==> config.mk <==
export PLATFORM = sky130hd
export DESIGN_NAME = ram_bus_arbiter
export DESIGN_NICKNAME = d
export VERILOG_FILES = /design/src/rtl/ram_bus_pkg.sv /design/src/rtl/ram_bus_arbiter_rr_pick3.sv /design/src/rtl/ram_bus_arbiter.sv
export SDC_FILE = /design/constraint.sdc
export NUM_CORES = 1
export LEC_CHECK = 0
export CAP_MARGIN = 20
export CORE_MARGIN = 5
export CORE_UTILIZATION = 35
export DETAILED_ROUTE_END_ITERATION = 7
export GPL_TIMING_DRIVEN = 0
export PLACE_DENSITY = 0.77
export SLEW_MARGIN = 20
export SYNTH_ARGS = -nofsm -noshare
export SYNTH_HDL_FRONTEND = slang
export SYNTH_SLANG_ARGS = --single-unit
==> constraint.sdc <==
create_clock -name clk -period 3.1 [get_ports clk]
set_clock_uncertainty 0.2 [all_clocks]
set_input_delay 0.465 -clock clk [delete_from_list [all_inputs] [get_ports clk]]
set_output_delay 0.465 -clock clk [all_outputs]
set_load 0.05 [all_outputs]
==> src/rtl/ram_bus_pkg.sv <==
// Shared definitions for the RAM bus arbiter: bus widths, op codes, FSM encoding.
package ram_bus_pkg;

    localparam int ADDR_W  = 23;
    localparam int DATA_W  = 16;
    localparam int NUM_REQ = 3;

    localparam logic OP_READ  = 1'b0;
    localparam logic OP_WRITE = 1'b1;

    typedef enum logic [2:0] {
        ST_IDLE      = 3'd0,
        ST_ISSUE     = 3'd1,
        ST_WAIT_BUSY = 3'd2,
        ST_WAIT_DONE = 3'd3,
        ST_DONE      = 3'd4
    } state_e;

    function automatic logic [1:0] oh3_to_idx(input logic [2:0] oh);
        logic [1:0] idx;
        idx = 2'd0;
        if (oh[1]) idx = 2'd1;
        if (oh[2]) idx = 2'd2;
        return idx;
    endfunction

endpackage

==> src/rtl/ram_bus_arbiter_rr_pick3.sv <==
// Round-robin pick over three requesters, searching from the one after the last grant.
module rr_pick3 (
    input  logic [2:0] req_valid,
    input  logic [1:0] last_grant,
    output logic [2:0] winner,
    output logic       any_valid
);

    int start;
    int idx;

    always_comb begin
        winner    = 3'b000;
        any_valid = |req_valid;
        start     = (last_grant >= 2'd2) ? 0 : int'(last_grant) + 1;
        idx       = 0;
        for (int k = 0; k < 3; k++) begin
            idx = (start + k) % 3;
            if (winner == 3'b000 && req_valid[idx]) winner[idx] = 1'b1;
        end
    end

endmodule

==> src/rtl/ram_bus_arbiter.sv <==
// Three-requester arbiter in front of a single-command RAM controller with
// latch/ready handshake and a per-transaction watchdog.
module ram_bus_arbiter
    import ram_bus_pkg::*;
#(
    parameter int TIMEOUT_CYCLES = 1023,
    parameter int NUM_REQ        = 3
) (
    input  logic                      clk,
    input  logic                      reset,
    input  logic [NUM_REQ-1:0]        reqValid,
    input  logic [NUM_REQ-1:0]        reqInstruction,
    input  logic [NUM_REQ*ADDR_W-1:0] reqAddr,
    input  logic [NUM_REQ*DATA_W-1:0] reqData,
    output logic [NUM_REQ-1:0]        reqGrant,
    output logic [NUM_REQ-1:0]        reqDone,
    output logic [DATA_W-1:0]         reqReadData,
    output logic [DATA_W-1:0]         ramBusDataIn,
    output logic [ADDR_W-1:0]         ramBusAddr,
    output logic                      ramInstruction,
    output logic                      ramLatch,
    input  logic                      ramReady,
    input  logic [DATA_W-1:0]         ramBusDataOut,
    output logic                      busy,
    output logic                      timeoutError
);

    localparam int CNT_W = $clog2(TIMEOUT_CYCLES + 1);
    localparam logic [CNT_W-1:0] CNT_LAST = CNT_W'(TIMEOUT_CYCLES - 1);

    state_e state_q, state_d;

    logic [1:0]         last_q, last_d;
    logic [NUM_REQ-1:0] grant_q, grant_d;
    logic [NUM_REQ-1:0] done_q, done_d;
    logic [DATA_W-1:0]  rdata_q, rdata_d;
    logic [DATA_W-1:0]  wdata_q, wdata_d;
    logic [ADDR_W-1:0]  addr_q, addr_d;
    logic               instr_q, instr_d;
    logic               latch_q, latch_d;
    logic               tmo_q, tmo_d;
    logic [CNT_W-1:0]   cnt_q, cnt_d;

    logic [2:0]        winner;
    logic              any_valid;
    logic              go;
    logic              tmo_fire;
    logic [ADDR_W-1:0] win_addr;
    logic [DATA_W-1:0] win_data;
    logic              win_instr;

    rr_pick3 u_pick (
        .req_valid (reqValid),
        .last_grant(last_q),
        .winner    (winner),
        .any_valid (any_valid)
    );

    assign go = (state_q == ST_IDLE) && ramReady && any_valid;

    // Watchdog only fires while the controller has not yet made the expected move.
    assign tmo_fire = (cnt_q == CNT_LAST) &&
                      (((state_q == ST_WAIT_BUSY) && ramReady) ||
                       ((state_q == ST_WAIT_DONE) && !ramReady));

    always_ff @(posedge clk) begin
        if (reset) state_q <= ST_IDLE;
        else       state_q <= state_d;
    end

    always_comb begin
        state_d = state_q;
        case (state_q)
            ST_IDLE:      if (go) state_d = ST_ISSUE;
            ST_ISSUE:     state_d = ST_WAIT_BUSY;
            ST_WAIT_BUSY: if (!ramReady || tmo_fire) state_d = tmo_fire ? ST_DONE : ST_WAIT_DONE;
            ST_WAIT_DONE: if (ramReady || tmo_fire) state_d = ST_DONE;
            ST_DONE:      state_d = ST_IDLE;
            default:      state_d = ST_IDLE;
        endcase
    end

    always_comb begin
        win_addr  = '0;
        win_data  = '0;
        win_instr = OP_READ;
        for (int i = 0; i < NUM_REQ; i++) begin
            if (winner[i]) begin
                win_addr  = reqAddr[i*ADDR_W +: ADDR_W];
                win_data  = reqData[i*DATA_W +: DATA_W];
                win_instr = reqInstruction[i];
            end
        end

        grant_d = '0;
        done_d  = '0;
        latch_d = 1'b0;
        last_d  = last_q;
        addr_d  = addr_q;
        wdata_d = wdata_q;
        instr_d = instr_q;
        rdata_d = rdata_q;
        cnt_d   = cnt_q;
        tmo_d   = tmo_q | tmo_fire;

        case (state_q)
            ST_IDLE: begin
                if (go) begin
                    grant_d = NUM_REQ'(winner);
                    last_d  = oh3_to_idx(winner);
                    addr_d  = win_addr;
                    instr_d = win_instr;
                    if (win_instr == OP_WRITE) wdata_d = win_data;
                end
            end
            ST_ISSUE: begin
                latch_d = 1'b1;
                cnt_d   = '0;
            end
            ST_WAIT_BUSY: begin
                cnt_d = cnt_q + 1'b1;
                if (tmo_fire) rdata_d = '0;
            end
            ST_WAIT_DONE: begin
                cnt_d = cnt_q + 1'b1;
                if (ramReady)      rdata_d = ramBusDataOut;
                else if (tmo_fire) rdata_d = '0;
            end
            ST_DONE: done_d = NUM_REQ'(1) << last_q;
            default: ;
        endcase
    end

    always_ff @(posedge clk) begin
        if (reset) begin
            last_q  <= 2'd2;
            grant_q <= '0;
            done_q  <= '0;
            rdata_q <= '0;
            wdata_q <= '0;
            addr_q  <= '0;
            instr_q <= OP_READ;
            latch_q <= 1'b0;
            tmo_q   <= 1'b0;
            cnt_q   <= '0;
        end else begin
            last_q  <= last_d;
            grant_q <= grant_d;
            done_q  <= done_d;
            rdata_q <= rdata_d;
            wdata_q <= wdata_d;
            addr_q  <= addr_d;
            instr_q <= instr_d;
            latch_q <= latch_d;
            tmo_q   <= tmo_d;
            cnt_q   <= cnt_d;
        end
    end

    assign reqGrant       = grant_q;
    assign reqDone        = done_q;
    assign reqReadData    = rdata_q;
    assign ramBusDataIn   = wdata_q;
    assign ramBusAddr     = addr_q;
    assign ramInstruction = instr_q;
    assign ramLatch       = latch_q;
    assign busy           = (state_q != ST_IDLE);
    assign timeoutError   = tmo_q;

endmodule

# After elaboration in Yosys (flattened, before gate mapping)
# Cells that the tools add are included.
dict set report op_classes {
  n_addsub 4
  div 3
  order_cmp 7
  n_eq_ne 8
  shift 1
  mux 40
  bitwise 6
  reduce_logical 27
}
# cell n
set ops {}
lappend ops {{$ge 32x1->1 const B} 3}
lappend ops {{$lt 32x4->1 const B} 3}
lappend ops {{$mod 32x3->32 const B} 3}
lappend ops {{$mux 16} 5}
lappend ops {{$mux 23} 3}
lappend ops {{$add 32x2->32 const B} 1}
lappend ops {{$add 32x3->32 const B} 1}
lappend ops {{$mux 32} 1}
lappend ops {{$pmux 16 s2} 1}
lappend ops {{$mux 3} 7}
lappend ops {{$pmux 10 s2} 1}
lappend ops {{$mux 1} 14}
lappend ops {{$pmux 3 s4} 1}
lappend ops {{$add 10x1->10 const B} 1}
lappend ops {{$eq 10x10->1 const B} 1}
lappend ops {{$logic_and 1x1->1} 10}
lappend ops {{$logic_not 3->1} 3}
lappend ops {{$bmux 1 s2} 3}
lappend ops {{$demux 1 s2} 3}
lappend ops {{$eq 3x2->1 const B} 2}
lappend ops {{$or 3x3->3} 2}
lappend ops {{$reduce_and 3->1} 2}
lappend ops {{$reduce_or 3->1} 2}
lappend ops {{$ne 2x1->1 const B} 2}
lappend ops {{other kinds (15)} 21}
dict set report totals {
  reg_bits 79
  out_inout_bits 65
  elab_cells 107
}

# Longest topological paths before layout
dict set report logic_depth {
  word_depth 18
  ltp_mapped 17
}

# Modules after synthesis
# A second synthesis with hierarchy kept.
dict set report unflattened {
  cells_unflattened 493
  hier_area_um2 4349.2
}
# mod n_inst cells_each area_per_inst_um2
set modules_own_cells {}
lappend modules_own_cells {ram_bus_arbiter 1 445 3996.3}
lappend modules_own_cells {rr_pick3 1 48 352.8}

# Worst setup path after synthesis
# OpenSTA, ideal clock, no wires.
dict set report synth_path {
  kind {reg2reg}
  from {register last_q[1]}
  to {register wdata_q[10], in the netlist ramBusDataIn[10]}
  t_arrival_ns 2.833
  t_required_ns 2.774
  slack_ns -0.059
  stages_incl_launch_ff 16
  synth_period_minus_slack_ns 3.159
  cell_sequence {dfxtp_1 > buf_2 > or2_1 > inv_1 > ha_1 > inv_1 > ha_1 > inv_1 > ha_1 > nand4b_1 > a21o_1 > o2111ai_1 > a211oi_1 > a211oi_4 > buf_2 > a21oi_1}
}
dict set report synth_between {
  elab_chain_len 18
  elab_cells_between_ends 48
  classes_between {add/sub: 3; div: 3; order compare: 7; mux: 25; bitwise: 2; reduce/logical: 8}
}
# element line_no
set synth_lines {}
lappend synth_lines {{start: declaration} ram_bus_arbiter.sv:33} ;# logic [1:0] last_q, last_d;
lappend synth_lines {{start signal: assignment} ram_bus_arbiter.sv:147} ;# last_q <= last_d;
lappend synth_lines {{$add 2x1->3 / $ge 2x2->1 (equally long branches)} ram_bus_arbiter_rr_pick3.sv:15} ;# start = (last_grant >= 2'd2) ? 0 : int'(last_grant) + 1;
lappend synth_lines {{$mux 32 (*)} ram_bus_arbiter_rr_pick3.sv:15}
lappend synth_lines {{branches (longest 11 deep; another with $add 32x2->32)} --}
lappend synth_lines {{$mux 3 (*)} ram_bus_arbiter_rr_pick3.sv:19} ;# if (winner == 3'b000 && req_valid[idx]) winner[idx] = 1'b1;
lappend synth_lines {{$mux 1 (3 in series)} ram_bus_arbiter.sv:88} ;# if (winner[i]) begin
lappend synth_lines {{$reduce_and 3->1 (no line)} --}
lappend synth_lines {{end signal: assignment} ram_bus_arbiter.sv:151} ;# wdata_q <= wdata_d;
lappend synth_lines {{end: declaration} ram_bus_arbiter.sv:37} ;# logic [DATA_W-1:0] wdata_q, wdata_d;
# Every way passes the cells marked *. The select of a mux whose other input is x is not followed.
# A chain may end at the register's enable or synchronous reset.

# Final worst setup path
dict set report layout_path {
  from {register last_q[1]}
  to {register wdata_q[15], in the netlist ramBusDataIn[15]}
}
# The elaborated chain is that of the path after synthesis.

==> key figures <==
Critical path
  – Critical Path Source Type: register
  – CP Class: register to register
  – CP Data Required Time: 3130 ps
  – Endpoint class of the critical path: register
  – CP Data Arrival Time: 3210 ps
  – Critical-path maximum fanout: 10

Clocking
  – H-tree levels: 3
  – TritonCTS buffer count: 9
  – CTS Root Cell: clkbuf_8
  – Clk_lat worst skew: 350 ps
  – Clock buffer depth: 2
  – Clk sinks: 79
  – CTS tree: yes
  – Worst-path clk slew: 90 ps

Run
  – Max-cap violations: 0

Timing
  – Final min period: 3180 ps
  – Setup ws final: -79.9 ps
  – Period utilization: 103%
  – Slew @ Worst Pin: 825 ps
  – Slew HR: 45.0%
  – Max-slew violation total from the final report: 0
  – RSZ-0062 raised after global routing: yes
  – FMAX: 0.314 GHz
  – Fin. Hold Viols: 0
  – Final Hold Slack: 280 ps
  – Final setup fails: 11

Yosys
  – Count of mapped cells out of synthesis: 436
  – Yosys reg bits: 79
  – Syn. warnings: 0
  – Number of synthesized flops with an enable pin: 0
  – Cell variety after synth: 51
  – Sequential area share after synthesis: 42.1%
  – Top FF cell, synth: dfxtp_1
  – Post-synthesis cell area: 0.00376 sq mm
  – Top post-synthesis cells by count: dfxtp_1, a21oi_1, nor2_1
  – Syn Area/Cell: 8.62 sq um
  – Share of the synthesized area in the top cell type: 42.1%
  – Most common cell in the netlist: dfxtp_1
  – Async SR Flop Fraction: 0%
  – Largest area contributor in the netlist: dfxtp_1
  – Synth area leaders: dfxtp_1, a21oi_1, a221oi_1

Global routing
  – Total grt overflow: 0
  – Largest net degree at the start of global routing: 16
  – Gr usage total: 23.1%
  – Vias in the first global route: 4605
  – Global-route wire length before repair: 23800 um
  – Initial antenna violation count: 0

Final layout
  – Final instance area: 0.00686 sq mm
  – Fin nets: 836
  – Layout cells sized above 1: 17.7%
  – Diode count: 0
  – Synthesis-to-finish area growth: 82.4%

Floorplan
  – Row count: 37
  – Height of the die: 114 um
  – I/O Pins: 207
  – Core Region: 0.0104 sq mm
  – DIE AREA: 0.0129 sq mm
  – Initial Utilization: 36.1%
  – Die Wd: 114 um

Drt
  – Wire per inst: 20.0 um
  – DRC marker count from the first detailed-route iteration: 418
  – Via density: 5.61
  – Remaining antenna violation count: 0
  – First drt pass iteration count: 6
  – Total Wirelength: 16500 um
  – Vias: 4636
  – # DRC: 0

Placement
  – Placed cell areas: 0.00599 sq mm
  – Port Buffer Count: 205
  – Pre-CTS worst setup slack: -616 ps
  – HPWL after DPL: 11600 um
  – Gpl congestion: 0.906

Power
  – Leak: 2.56 nW
  – Pwr dens: 481 mW/mm^2
  – VDD IR max: 0.265 mV

Status
  – Failing checks: negative setup slack
  – Status: finished with violations

Min path
  – Worst Hold Class: register to register
## cell type report
cell class | instances | area [sq um]
Multi-Input combinational cell | 313 | 2220
Tap cell | 136 | 170
Fill cell | 821 | 3560
Sequential cell | 79 | 1590
Buffer | 36 | 244
Inverter | 9 | 38.8
Clock inverter | 6 | 52.6
Clock buffer | 10 | 138
Timing Repair Buffer | 237 | 2400
## worst max-delay path, stage by stage, from the launching register on
cell      delay, ps
dfxtp_4         370
or2_4           280
inv_4            70
ha_4            130
inv_2            40
ha_4            150
inv_4            50
ha_4            180
nand4b_1        190
buf_4           170
a21oi_4         220
nor2_1          180
buf_2           240
a222oi_1        420
a211oi_2        140
## what timing repair did
action	4_1_cts	5_1_grt
setup buffers	16	9
setup endpoints to repair	45	43
gates cloned	3	5
resized for setup	45	55
pin swaps	18	22
hold buffers	0	0
## report_power, final
group / switching [mW] / internal (mW) / total [mW] / leakage, nW
Sequential: 0.0512 / 1.09 / 1.14 / 0.645
Clock: 0.422 / 0.326 / 0.748 / 0.0978
Combinational: 0.771 / 0.631 / 1.40 / 1.81
## path summary, 6_finish.rpt
| check | slack, ps | startpoint | endpoint | cells after the start |
|---|---|---|---|---|
| hold reg to reg | 280 | timeoutError | timeoutError | 2 |
| setup reg to reg | -80 | last_q[1] | ramBusDataIn[15] | 14 |
| setup / recovery | -80 | last_q[1] | ramBusDataIn[15] | 14 |
| hold / removal | 280 | timeoutError | timeoutError | 2 |
## layout by cell type, fill, tap and decap left out, drive strengths merged, types with 5 or more instances in the layout
master,instances
a211oi,6
dfxtp,79
buf,46
nor3,6
inv,12
nand3,5
nor2,41
a221oi,22
nand2,38
a21oi,46
a311oi,5
clkbuf,32
a22oi,19
a222oi,16
ha,9
clkdlybuf4s50,205
o21ai,44
nor2b,5
## stage by stage
step / util [%] / total power [mW] / std cells / setup TNS, ps
floorplan: - / 1.81 / 438 / 0
global placement: 57.5 / 2.26 / 779 / -15230
detailed placement: 57.5 / 2.28 / 779 / -20440
CTS: 62.3 / 3.14 / 813 / 0
global route: 65.8 / 3.43 / 826 / -2550
finish: 65.8 / 3.29 / 826 / -295
## layer usage
layer  share of wire [%]  global-route usage (%)  vias up
li1                    -                       -     2150
met1                  40                    26.2     2224
met4                 3.2                    9.94        0
met2                  50                    39.7      228
met5                   0                       0        -
met3                 6.9                    7.48       34
## flip-flops by register name, summed over array words and instances, names as in the netlist
signal          flops
ramBusAddr         23
ramBusDataIn       16
reqReadData        16
cnt_q              10
reqDone             3
reqGrant            3
state_q             3
last_q              2
ramInstruction      1
ramLatch            1
timeoutError        1
## cells by family (layout without fill, tap and decap cells)
family,Yosys count,after routing,synth area share [%]
compound gates,179,180,33.2
xor+xnor,1,1,0.233
fa+ha+maj,10,10,3.26
buf+inv,47,298,6.12
flops,79,79,42.1
mux,2,2,0.599
other cells,1,3,0.0998
simple gates,117,117,14.4
Note: power is estimated with default switching activity, not from simulation.
